## src/rtl/lfsr_pkg.sv

```systemverilog
// -----------------------------------------------------------------------------
// lfsr_pkg
// Shared definitions for the LFSR random-number generator:
//   - fsm_e        : draw-port FSM states (IDLE / DRAW / HOLD)
//   - TAPS_Wn      : maximal-length Galois tap masks for 5, 8, 16 and 32 bits
//   - lfsr_step()  : one Galois step, computed at LFSR_MAX_W bits; callers
//                    zero-extend their state and truncate the result, so any
//                    state width up to LFSR_MAX_W is supported.
// -----------------------------------------------------------------------------
package lfsr_pkg;

  localparam int LFSR_MAX_W = 32;

  typedef enum logic [1:0] {
    FSM_IDLE = 2'd0,
    FSM_DRAW = 2'd1,
    FSM_HOLD = 2'd2
  } fsm_e;

  // Right-shifting Galois masks (bit n-1 set = x^n term).
  localparam logic [4:0]  TAPS_W5  = 5'h14;
  localparam logic [7:0]  TAPS_W8  = 8'hB8;
  localparam logic [15:0] TAPS_W16 = 16'hB400;
  localparam logic [31:0] TAPS_W32 = 32'h8020_0003;

  // The shifted-out bit decides whether the feedback mask is applied.
  function automatic logic [LFSR_MAX_W-1:0] lfsr_step(
    input logic [LFSR_MAX_W-1:0] state,
    input logic [LFSR_MAX_W-1:0] taps
  );
    logic [LFSR_MAX_W-1:0] shifted;
    shifted = state >> 1;
    if (state[0]) begin
      return shifted ^ taps;
    end else begin
      return shifted;
    end
  endfunction

endpackage

```

## src/rtl/lfsr_random_gen_if.sv

```systemverilog
// -----------------------------------------------------------------------------
// lfsr_random_gen_if
// Control / draw-port bundle of lfsr_random_gen.
//   master (consumer side): drives en, seed_load, seed_in, req, out_ready;
//                           observes req_ready, out_valid, out_value, state.
//   slave  (generator side): the opposite directions.
// -----------------------------------------------------------------------------
interface lfsr_random_gen_if #(
  parameter int WIDTH = 16,
  parameter int OUT_W = 4
);
  logic             en;
  logic             seed_load;
  logic [WIDTH-1:0] seed_in;
  logic             req;
  logic             req_ready;
  logic             out_valid;
  logic [OUT_W-1:0] out_value;
  logic             out_ready;
  logic [WIDTH-1:0] state;

  modport master (
    output en, seed_load, seed_in, req, out_ready,
    input  req_ready, out_valid, out_value, state
  );

  modport slave (
    input  en, seed_load, seed_in, req, out_ready,
    output req_ready, out_valid, out_value, state
  );
endinterface

```

## src/rtl/lfsr_core.sv

```systemverilog
// -----------------------------------------------------------------------------
// lfsr_core
// Galois LFSR state register with seed load and lock-up recovery.
//   clk, rst  : clock, asynchronous active-high reset (state <- SEED)
//   step_en   : advance one step this edge
//   load_en   : load load_val (zero is replaced by SEED); wins over stepping
//   load_val  : seed value
//   state     : registered LFSR state
// WIDTH must not exceed lfsr_pkg::LFSR_MAX_W.
// -----------------------------------------------------------------------------
module lfsr_core
  import lfsr_pkg::*;
#(
  parameter int               WIDTH = 16,
  parameter logic [WIDTH-1:0] TAPS  = TAPS_W16,
  parameter logic [WIDTH-1:0] SEED  = {WIDTH{1'b1}}
) (
  input  logic             clk,
  input  logic             rst,
  input  logic             step_en,
  input  logic             load_en,
  input  logic [WIDTH-1:0] load_val,
  output logic [WIDTH-1:0] state
);

  logic [WIDTH-1:0] state_q;
  logic [WIDTH-1:0] state_d;
  logic [WIDTH-1:0] step_val;

  // Next-state selection: load, then lock-up recovery, then step, else hold.
  always_comb begin
    step_val = WIDTH'(lfsr_step(LFSR_MAX_W'(state_q), LFSR_MAX_W'(TAPS)));
    state_d  = state_q;
    if (load_en) begin
      if (load_val == {WIDTH{1'b0}}) begin
        state_d = SEED;
      end else begin
        state_d = load_val;
      end
    end else if (state_q == {WIDTH{1'b0}}) begin
      // All-zero is a fixed point of the Galois step; escape it unconditionally.
      state_d = SEED;
    end else if (step_en) begin
      state_d = step_val;
    end else begin
      state_d = state_q;
    end
  end

  // LFSR state register.
  always_ff @(posedge clk or posedge rst) begin
    if (rst) begin
      state_q <= SEED;
    end else begin
      state_q <= state_d;
    end
  end

  assign state = state_q;

endmodule

```

## src/rtl/lfsr_random_gen.sv

```systemverilog
// -----------------------------------------------------------------------------
// lfsr_random_gen
// Draw port on top of lfsr_core: each request returns a value in 0..RANGE-1,
// rejection-sampled from the low OUT_W bits of the LFSR, optionally never
// repeating the previous draw, with a deterministic fallback after MAX_TRIES.
//   clk, rst : clock, asynchronous active-high reset (aborts any draw)
//   bus      : lfsr_random_gen_if.slave (en, seed_load, seed_in, req,
//              req_ready, out_valid, out_value, out_ready, state)
// -----------------------------------------------------------------------------
module lfsr_random_gen
  import lfsr_pkg::*;
#(
  parameter int               WIDTH     = 16,
  parameter logic [WIDTH-1:0] TAPS      = TAPS_W16,
  parameter logic [WIDTH-1:0] SEED      = {WIDTH{1'b1}},
  parameter int               OUT_W     = 4,
  parameter int               RANGE     = 9,
  parameter int               NO_REPEAT = 1,
  parameter int               MAX_TRIES = 16
) (
  input  logic             clk,
  input  logic             rst,
  lfsr_random_gen_if.slave bus
);

  // One extra bit so MAX_TRIES == 1 still yields a legal counter width.
  localparam int                 TRIES_W  = $clog2(MAX_TRIES + 1);
  localparam logic [TRIES_W-1:0] LAST_TRY = TRIES_W'(MAX_TRIES - 1);
  localparam logic [OUT_W:0]     RANGE_X  = (OUT_W + 1)'(RANGE);

  logic [WIDTH-1:0]   core_state;
  logic               step_en;

  fsm_e               fsm_q, fsm_d;
  logic [TRIES_W-1:0] tries_q, tries_d;
  logic [OUT_W-1:0]   last_q, last_d;
  logic               has_last_q, has_last_d;
  logic [OUT_W-1:0]   out_value_q, out_value_d;
  logic               out_valid_q, out_valid_d;
  logic               req_ready_q, req_ready_d;

  logic [OUT_W-1:0]   cand;
  logic               cand_ok;
  logic [OUT_W:0]     last_inc;
  logic [OUT_W-1:0]   wrap_value;

  assign step_en = bus.en | (fsm_q == FSM_DRAW);

  lfsr_core #(
    .WIDTH (WIDTH),
    .TAPS  (TAPS),
    .SEED  (SEED)
  ) u_core (
    .clk      (clk),
    .rst      (rst),
    .step_en  (step_en),
    .load_en  (bus.seed_load),
    .load_val (bus.seed_in),
    .state    (core_state)
  );

  // Candidate qualification and fallback value (compare-and-wrap, no divider).
  always_comb begin
    cand     = core_state[OUT_W-1:0];
    cand_ok  = ({1'b0, cand} < RANGE_X);
    if ((NO_REPEAT != 0) && has_last_q && (cand == last_q)) begin
      cand_ok = 1'b0;
    end else begin
      cand_ok = cand_ok;
    end
    last_inc = {1'b0, last_q} + {{OUT_W{1'b0}}, 1'b1};
    if (!has_last_q) begin
      wrap_value = {OUT_W{1'b0}};
    end else if (last_inc >= RANGE_X) begin
      wrap_value = {OUT_W{1'b0}};
    end else begin
      wrap_value = last_inc[OUT_W-1:0];
    end
  end

  // Draw FSM next-state and registered-output computation.
  always_comb begin
    fsm_d       = fsm_q;
    tries_d     = tries_q;
    last_d      = last_q;
    has_last_d  = has_last_q;
    out_value_d = out_value_q;
    case (fsm_q)
      FSM_IDLE: begin
        if (bus.req) begin
          fsm_d   = FSM_DRAW;
          tries_d = {TRIES_W{1'b0}};
        end else begin
          fsm_d = FSM_IDLE;
        end
      end
      FSM_DRAW: begin
        if (bus.seed_load) begin
          // The load owns this edge; the loaded state is judged next cycle.
          fsm_d = FSM_DRAW;
        end else if (cand_ok) begin
          out_value_d = cand;
          last_d      = cand;
          has_last_d  = 1'b1;
          fsm_d       = FSM_HOLD;
        end else if (tries_q == LAST_TRY) begin
          out_value_d = wrap_value;
          last_d      = wrap_value;
          has_last_d  = 1'b1;
          fsm_d       = FSM_HOLD;
        end else begin
          tries_d = tries_q + TRIES_W'(1);
        end
      end
      FSM_HOLD: begin
        if (bus.out_ready) begin
          fsm_d = FSM_IDLE;
        end else begin
          fsm_d = FSM_HOLD;
        end
      end
      default: begin
        fsm_d = FSM_IDLE;
      end
    endcase
    req_ready_d = (fsm_d == FSM_IDLE);
    out_valid_d = (fsm_d == FSM_HOLD);
  end

  // FSM, draw bookkeeping and output registers.
  always_ff @(posedge clk or posedge rst) begin
    if (rst) begin
      fsm_q       <= FSM_IDLE;
      tries_q     <= {TRIES_W{1'b0}};
      last_q      <= {OUT_W{1'b0}};
      has_last_q  <= 1'b0;
      out_value_q <= {OUT_W{1'b0}};
      out_valid_q <= 1'b0;
      req_ready_q <= 1'b1;
    end else begin
      fsm_q       <= fsm_d;
      tries_q     <= tries_d;
      last_q      <= last_d;
      has_last_q  <= has_last_d;
      out_value_q <= out_value_d;
      out_valid_q <= out_valid_d;
      req_ready_q <= req_ready_d;
    end
  end

  assign bus.req_ready = req_ready_q;
  assign bus.out_valid = out_valid_q;
  assign bus.out_value = out_value_q;
  assign bus.state     = core_state;

endmodule
```

## src/flat_wrapper.sv

```systemverilog
// flat-port wrapper written by rule: the top's interface ports become plain ports
module lfsr_random_gen_flat import lfsr_pkg::*;
#(
  parameter int               WIDTH     = 16,
  parameter logic [WIDTH-1:0] TAPS      = TAPS_W16,
  parameter logic [WIDTH-1:0] SEED      = {WIDTH{1'b1}},
  parameter int               OUT_W     = 4,
  parameter int               RANGE     = 9,
  parameter int               NO_REPEAT = 1,
  parameter int               MAX_TRIES = 16
)
  (clk, rst, bus_en, bus_seed_load, bus_seed_in, bus_req, bus_out_ready, bus_req_ready, bus_out_valid, bus_out_value, bus_state);
  lfsr_random_gen_if #(.WIDTH(WIDTH), .OUT_W(OUT_W)) bus_i ();
  input  logic clk;
  input  logic rst;
  input wire logic [$bits(bus_i.en)-1:0] bus_en;
  input wire logic [$bits(bus_i.seed_load)-1:0] bus_seed_load;
  input wire logic [$bits(bus_i.seed_in)-1:0] bus_seed_in;
  input wire logic [$bits(bus_i.req)-1:0] bus_req;
  input wire logic [$bits(bus_i.out_ready)-1:0] bus_out_ready;
  output wire logic [$bits(bus_i.req_ready)-1:0] bus_req_ready;
  output wire logic [$bits(bus_i.out_valid)-1:0] bus_out_valid;
  output wire logic [$bits(bus_i.out_value)-1:0] bus_out_value;
  output wire logic [$bits(bus_i.state)-1:0] bus_state;
  assign bus_i.en = bus_en;
  assign bus_i.seed_load = bus_seed_load;
  assign bus_i.seed_in = bus_seed_in;
  assign bus_i.req = bus_req;
  assign bus_i.out_ready = bus_out_ready;
  assign bus_req_ready = bus_i.req_ready;
  assign bus_out_valid = bus_i.out_valid;
  assign bus_out_value = bus_i.out_value;
  assign bus_state = bus_i.state;
  lfsr_random_gen #(.WIDTH(WIDTH), .TAPS(TAPS), .SEED(SEED), .OUT_W(OUT_W), .RANGE(RANGE), .NO_REPEAT(NO_REPEAT), .MAX_TRIES(MAX_TRIES)) u_core (.clk(clk), .rst(rst), .bus(bus_i));
endmodule
```

## config.mk

```make
export PLATFORM = sky130hd
export DESIGN_NAME = lfsr_random_gen_flat
export DESIGN_NICKNAME = d
export VERILOG_FILES = /design/src/rtl/lfsr_pkg.sv /design/src/rtl/lfsr_random_gen_if.sv /design/src/rtl/lfsr_core.sv /design/src/rtl/lfsr_random_gen.sv /design/src/flat_wrapper.sv
export SDC_FILE = /design/constraint.sdc
export NUM_CORES = 1
export LEC_CHECK = 0
export CORE_ASPECT_RATIO = 1.75
export CORE_MARGIN = 5
export CORE_UTILIZATION = 35
export DETAILED_ROUTE_END_ITERATION = 8
export GPL_ROUTABILITY_DRIVEN = 0
export SKIP_CTS_REPAIR_TIMING = 1
export SLEW_MARGIN = 20
export SYNTH_ARGS = -nofsm -noshare
export SYNTH_HDL_FRONTEND = slang
export SYNTH_SLANG_ARGS = --single-unit
```

## constraint.sdc

```tcl
create_clock -name clk -period 3.8 [get_ports clk]
set_input_delay 0.57 -clock clk [delete_from_list [all_inputs] [get_ports clk]]
set_output_delay 0.57 -clock clk [all_outputs]
set_load 0.005 [all_outputs]
```

==> impl_metrics.toml, run 1 <==
[layout]
nets = 257
n_antenna_cell = 0
final_cell_count_no_fill = 286
fin_util = 0.4734
drive_above_1_share = 0.1681
syn_to_final_growth_pct = 31.66

[floorplanning]
core_region_area_mm2 = 0.004935
die-height_um = 104.2
initial_utilization = 0.3595
num_io_pins = 44
fp.dieW_um = 63.82
fp.dieArea_mm2 = 0.006649
floorplan.rows = 34

[drt]
first_iter_violations = 31
drt_pre_antenna_iters = 4
wire_per_inst_um = 16.75
vias = 1617
ant_nets = 0
post_drt_via_cell_ratio = 5.654
drc = 0
routed_wl_mm = 4.790

[yosys]
synth_cell_types = 47
synth_ff_type = "dfstp_2"
synth_edf_count = 0
syn_avg_cell_area_um2 = 9.590
synth_nets = 211
synth_seq_cells = 30
yosysWarnings = 0
ys_seq_area_frac = 0.4351
async_reset_ff_frac = 1.000
synthCells = 185
syn_area_mm2 = 0.001774

[clock_tree]
cts_sinks = 30
h-tree-depth = 2
clock_latency_ps = 280
cts_tree = "done"
root_buffer = "clkbuf_8"
cts_inserted_buffers = 5
ctsLongestPathBuffers = 2
clk_pin_slew_ps = 70

[worst_setup_path]
critPathKind = "in2reg"
cp.required_ps = 4020
cp.arrival_ps = 2580
reg2reg_from = "u_core.u_core.state[15]"
worstSetupEndpointType = "flop"
cp-start-kind = "input port"
r2r.worst_path.cells = 5
r2r_slack_ps = 1470
crit_fanout = 16
timing.rr.end = "u_core.u_core.state[1]"

[timing]
slew_violations = 0
layout_min_cycle_time_ps = 2362
worst_pin_slew_ps = 915.8
hold_viol = 0
tns_ps = 0
fin_skew_ps = 4.014
timing.fmax_ghz = 0.4234
period_share = 0.6216
rsz0062_at_grt = "false"
relSlewSlack = 0.3888
setup_viol = 0
fin_ws_ps = 1438

[power]
p_per_area_mw_per_mm2 = 661.5
p_leak_uw = 0.0009378
ir_drop_v = 0.0003590
finalPower_uw = 1545

[grt]
antenna_found_initial = 0
overflow = 0
grt_usage = 0.1520
grt_pass1_vias = 1711
grt_pass1_wl_mm = 7.997
grt_max_degree = 25

[placement]
post-place-cells = 278
place_ws_ps = 1222
dpl.hpwl_mm = 3.621
port_buffers = 43

[worst_hold_path]
hold_end = "u_core.u_core.state[7]"
holdPathStages = 2
holdCritPathClass = "reg2reg"
hold_start = "u_core.u_core.state[7]"

[job]
maxCapViolCount = 0

[outcome]
outcome = "finished, final reports clean"
[sequential cells by signal, summed over array words and instances (netlist names)]
signal and count:
u_core.tries_q 5, u_core.has_last_q 1, u_core.fsm_q 2, u_core.bus.out_valid 1
u_core.last_q 4, u_core.bus.req_ready 1, u_core.u_core.state 16
[routing by layer]
layer	global-route usage	wire, um	vias up	share of wire
met5	0	0	-	0
met2	0.2612	2536	56	0.53
met3	0.03784	233	16	0.049
met4	0.1025	232	0	0.048
met1	0.1558	1787	757	0.37
li1	-	-	788	-
[through the flow]
stage | hold slack, ps | cell area [um2]
after detailed placement | 471.1 | 2245
after CTS | 483.8 | 2336
after floorplan | 462.7 | 1774
final | 481.5 | 2336
after global placement | 471.6 | 2245
after global routing | 508.7 | 2336
[power by group]
part,internal [uW],switching [uW],total (uW)
Combinational,342,307,649
Sequential,461,164,625
Clock,146,125,271
[worst max-delay path by stage]
stage | start | to | slack, ps | depth (start not counted)
detailed placement | bus_seed_in[12] | u_core.u_core.state[1] | 1220 | 5
global placement | bus_seed_in[11] | u_core.u_core.state[4] | 1220 | 5
global route | u_core.u_core.state[15] | u_core.u_core.state[8] | 1330 | 5
floorplan | u_core.tries_q[0] | u_core.tries_q[3] | 1910 | 7
finish | bus_seed_in[12] | u_core.u_core.state[1] | 1440 | 5
CTS | u_core.u_core.state[15] | u_core.u_core.state[1] | 1500 | 5
[cell type report]
class	instances	area (um2)
clock buffer	7	86.33
clock inverter	1	5.005
multi-input combinational	138	914.6
sequential	30	772.0
inverter	10	37.54
timing repair buffer	46	452.9
fill	496	2599
tap	54	67.56
[Yosys cell counts, types with 3 or more instances]
master	n	share of area
xor2_1	4	0.020
a21o_1	4	0.017
o21ai_0	9	0.025
xnor2_1	3	0.015
dfstp_2	17	0.25
nor2_1	20	0.042
buf_2	4	0.011
nor3_1	5	0.014
nand2_1	14	0.030
a31oi_1	3	0.011
a21oi_2	3	0.015
a21oi_1	11	0.031
nand4_1	3	0.011
inv_1	10	0.021
o22ai_1	10	0.035
dfrtp_1	13	0.18
nor4_1	6	0.021
nand3_1	5	0.014
o221ai_1	6	0.030
ha_1	4	0.028
[worst max-delay path, cell delays in order]
cell             delay, ps
clkdlybuf4s50_1        440
nor4_1                 560
a41o_1                 640
o22ai_1                200
a21oi_2                170
[cell families (layout without fill, tap and decap cells)]
group / after synthesis / after routing / synth area share
AO/OA/AOI/OAI: 61 / 61 / 0.2609
XOR/XNOR: 7 / 7 / 0.03456
adder cells (fa/ha/maj): 4 / 4 / 0.02821
buffers and inverters: 17 / 64 / 0.04937
flip-flops: 30 / 30 / 0.4351
AND/OR/NAND/NOR: 66 / 66 / 0.1918
[placed cells by master (no fill, tap or decap), types with 6 or more instances in the layout]
master           netlist  final
o22ai_1               10     10
a21oi_1               11     11
nand2_1               14     14
clkbuf_8               0      6
o21ai_0                9      9
inv_1                 10     10
dfrtp_1               13     13
dfstp_2               17     17
nor2_1                20     20
nor4_1                 6      6
o221ai_1               6      6
clkdlybuf4s50_1        0     43
No activity file was read; power rests on OpenSTA's default activity.
==> run 2: changes to the inputs <==
==> constraint.sdc (replaced) <==
create_clock -name clk -period 1.9 [get_ports clk]
set_input_delay 0.285 -clock clk [delete_from_list [all_inputs] [get_ports clk]]
set_output_delay 0.285 -clock clk [all_outputs]
set_load 0.005 [all_outputs]
==> impl_metrics.toml, run 2 (synthesized netlist as in run 1, its figures left out) <==
[clock_tree]
root_buffer = "clkbuf_8"
clk_pin_slew_ps = 70
cts_tree = "done"
ctsLongestPathBuffers = 2
clock_latency_ps = 290
cts_inserted_buffers = 5
h-tree-depth = 2
cts_sinks = 30

[worst_setup_path]
r2r_slack_ps = 20
slowest_delay_ps = 390
cp.arrival_ps = 2100
crit_fanout = 6
reg2reg_from = "u_core.u_core.state[10]"
timing.rr.end = "u_core.u_core.state[2]"
r2r.worst_path.cells = 8
worstPathCellList = "nor4_4 -> buf_4 -> nand4_4 -> o41ai_4 -> buf_6 -> buf_12 -> o221ai_2 -> o21ai_1"
critPathKind = "reg2reg"
cp.buffers_inverters = 3
worst_path_dominant_cell_family = "compound AO/OA/AOI/OAI gates"
worstSetupEndpointType = "flop"
cp-start-kind = "flop"
cp.required_ps = 2120
crit_slowest_cell = "dfstp_2"

[layout]
largest_reg_flops = 16
drive_above_1_share = 0.3650
mostFrequentLayoutCell = "clkdlybuf4s50_1"
n_antenna_cell = 0
fin_util = 0.5695
num-fill-cells = 450
syn_to_final_growth_pct = 58.39
nets = 288
layout_common_cells = "clkdlybuf4s50_1 (43), buf_4 (28), dfstp_2 (17)"

[power]
ir_drop_v = 0.0007712
p_leak_uw = 0.001146
p_per_area_mw_per_mm2 = 1302
finalPower_uw = 3658

[grt]
grt_pass1_wl_mm = 8.190
antenna_found_initial = 0
grt_pass1_vias = 1788
grt_max_degree = 31
overflow = 0
grt_usage = 0.1537

[placement]
dpl.hpwl_mm = 3.724
port_buffers = 43
place_ws_ps = -145.0

[timing]
rsz0062_at_grt = "true"
worst_pin_slew_ps = 401.0
fin_ws_ps = 15.53
slew_violations = 0
fin_skew_ps = 4.046
layout_min_cycle_time_ps = 1884
setup_viol = 0
period_share = 0.9918
relSlewSlack = 0.7327
timing.fmax_ghz = 0.5307
hold_viol = 0

[floorplanning]
num_io_pins = 44
floorplan.rows = 34
fp.dieW_um = 63.82
die-height_um = 104.2
core_region_area_mm2 = 0.004935
initial_utilization = 0.3595
fp.dieArea_mm2 = 0.006649

[drt]
drc = 0
post_drt_via_cell_ratio = 5.517
routed_wl_mm = 5.394
ant_nets = 0
vias = 1749
drt_pre_antenna_iters = 4
wire_per_inst_um = 17.02
first_iter_violations = 45

[outcome]
outcome = "finished, final reports clean"

[worst_hold_path]
holdCritPathClass = "in2async"

[job]
maxCapViolCount = 0
run 2: per-layer routing:
metal	global-route usage	vias to the layer above	part of all wire
met2	0.2871	51	0.57
met5	0	-	0
li1	-	853	-
met3	0.03459	8	0.052
met4	0.06092	0	0.014
met1	0.1577	837	0.36
run 2: worst max path at each step:
stage	from	slack, ps	to	depth (start not counted)
final	u_core.u_core.state[10]	20	u_core.u_core.state[2]	8
after global routing	u_core.u_core.state[10]	-80	u_core.u_core.state[2]	8
after CTS	u_core.tries_q[0]	-50	u_core.tries_q[3]	7
after detailed placement	bus_seed_load	-150	u_core.tries_q[3]	6
after global placement	bus_seed_load	-70	u_core.tries_q[3]	6
after floorplan	u_core.tries_q[0]	9	u_core.tries_q[3]	7
run 2: cell type report:
| cell class | instances | area, um2 | share of cell area |
|---|---|---|---|
| clock buffer | 8 | 110.1 | 0.03918 |
| multi-input combinational | 138 | 1070 | 0.3807 |
| sequential | 30 | 772.0 | 0.2747 |
| timing repair buffer | 77 | 753.2 | 0.2680 |
| tap | 54 | 67.56 | 0.02404 |
| inverter | 10 | 37.54 | 0.01336 |
run 2: tightest hold or removal path: cells and delay by family:
family | cells | cell delay, ps
buf+inv | 3 | 790
run 2: through the flow:
step / TNS [ps] / area [um2] / instances / hold slack [ps]
after floorplan: 0 / 1774 / 185 / 363.2
after global placement: -171.6 / 2450 / 302 / 473.5
after detailed placement: -397.5 / 2450 / 302 / 472.3
after CTS: -131.9 / 2560 / 310 / 388.0
after global routing: -737.6 / 2810 / 317 / 428.9
final: 0 / 2810 / 317 / 376.8
run 2: where the power goes:
part / internal [uW] / switching [uW]
Sequential: 923 / 284
Combinational: 976 / 852
Clock: 366 / 257
==> run 3: changes to the inputs <==
--- a/config.mk
+++ b/config.mk
@@ -8,6 +8,7 @@
 export CORE_ASPECT_RATIO = 1.75
 export CORE_MARGIN = 5
 export CORE_UTILIZATION = 35
+export CTS_CLUSTER_SIZE = 8
 export DETAILED_ROUTE_END_ITERATION = 8
 export GPL_ROUTABILITY_DRIVEN = 0
 export SKIP_CTS_REPAIR_TIMING = 1
==> results of run 3 <==
The final DEF is identical to that of run 2; final timing and power are the same.
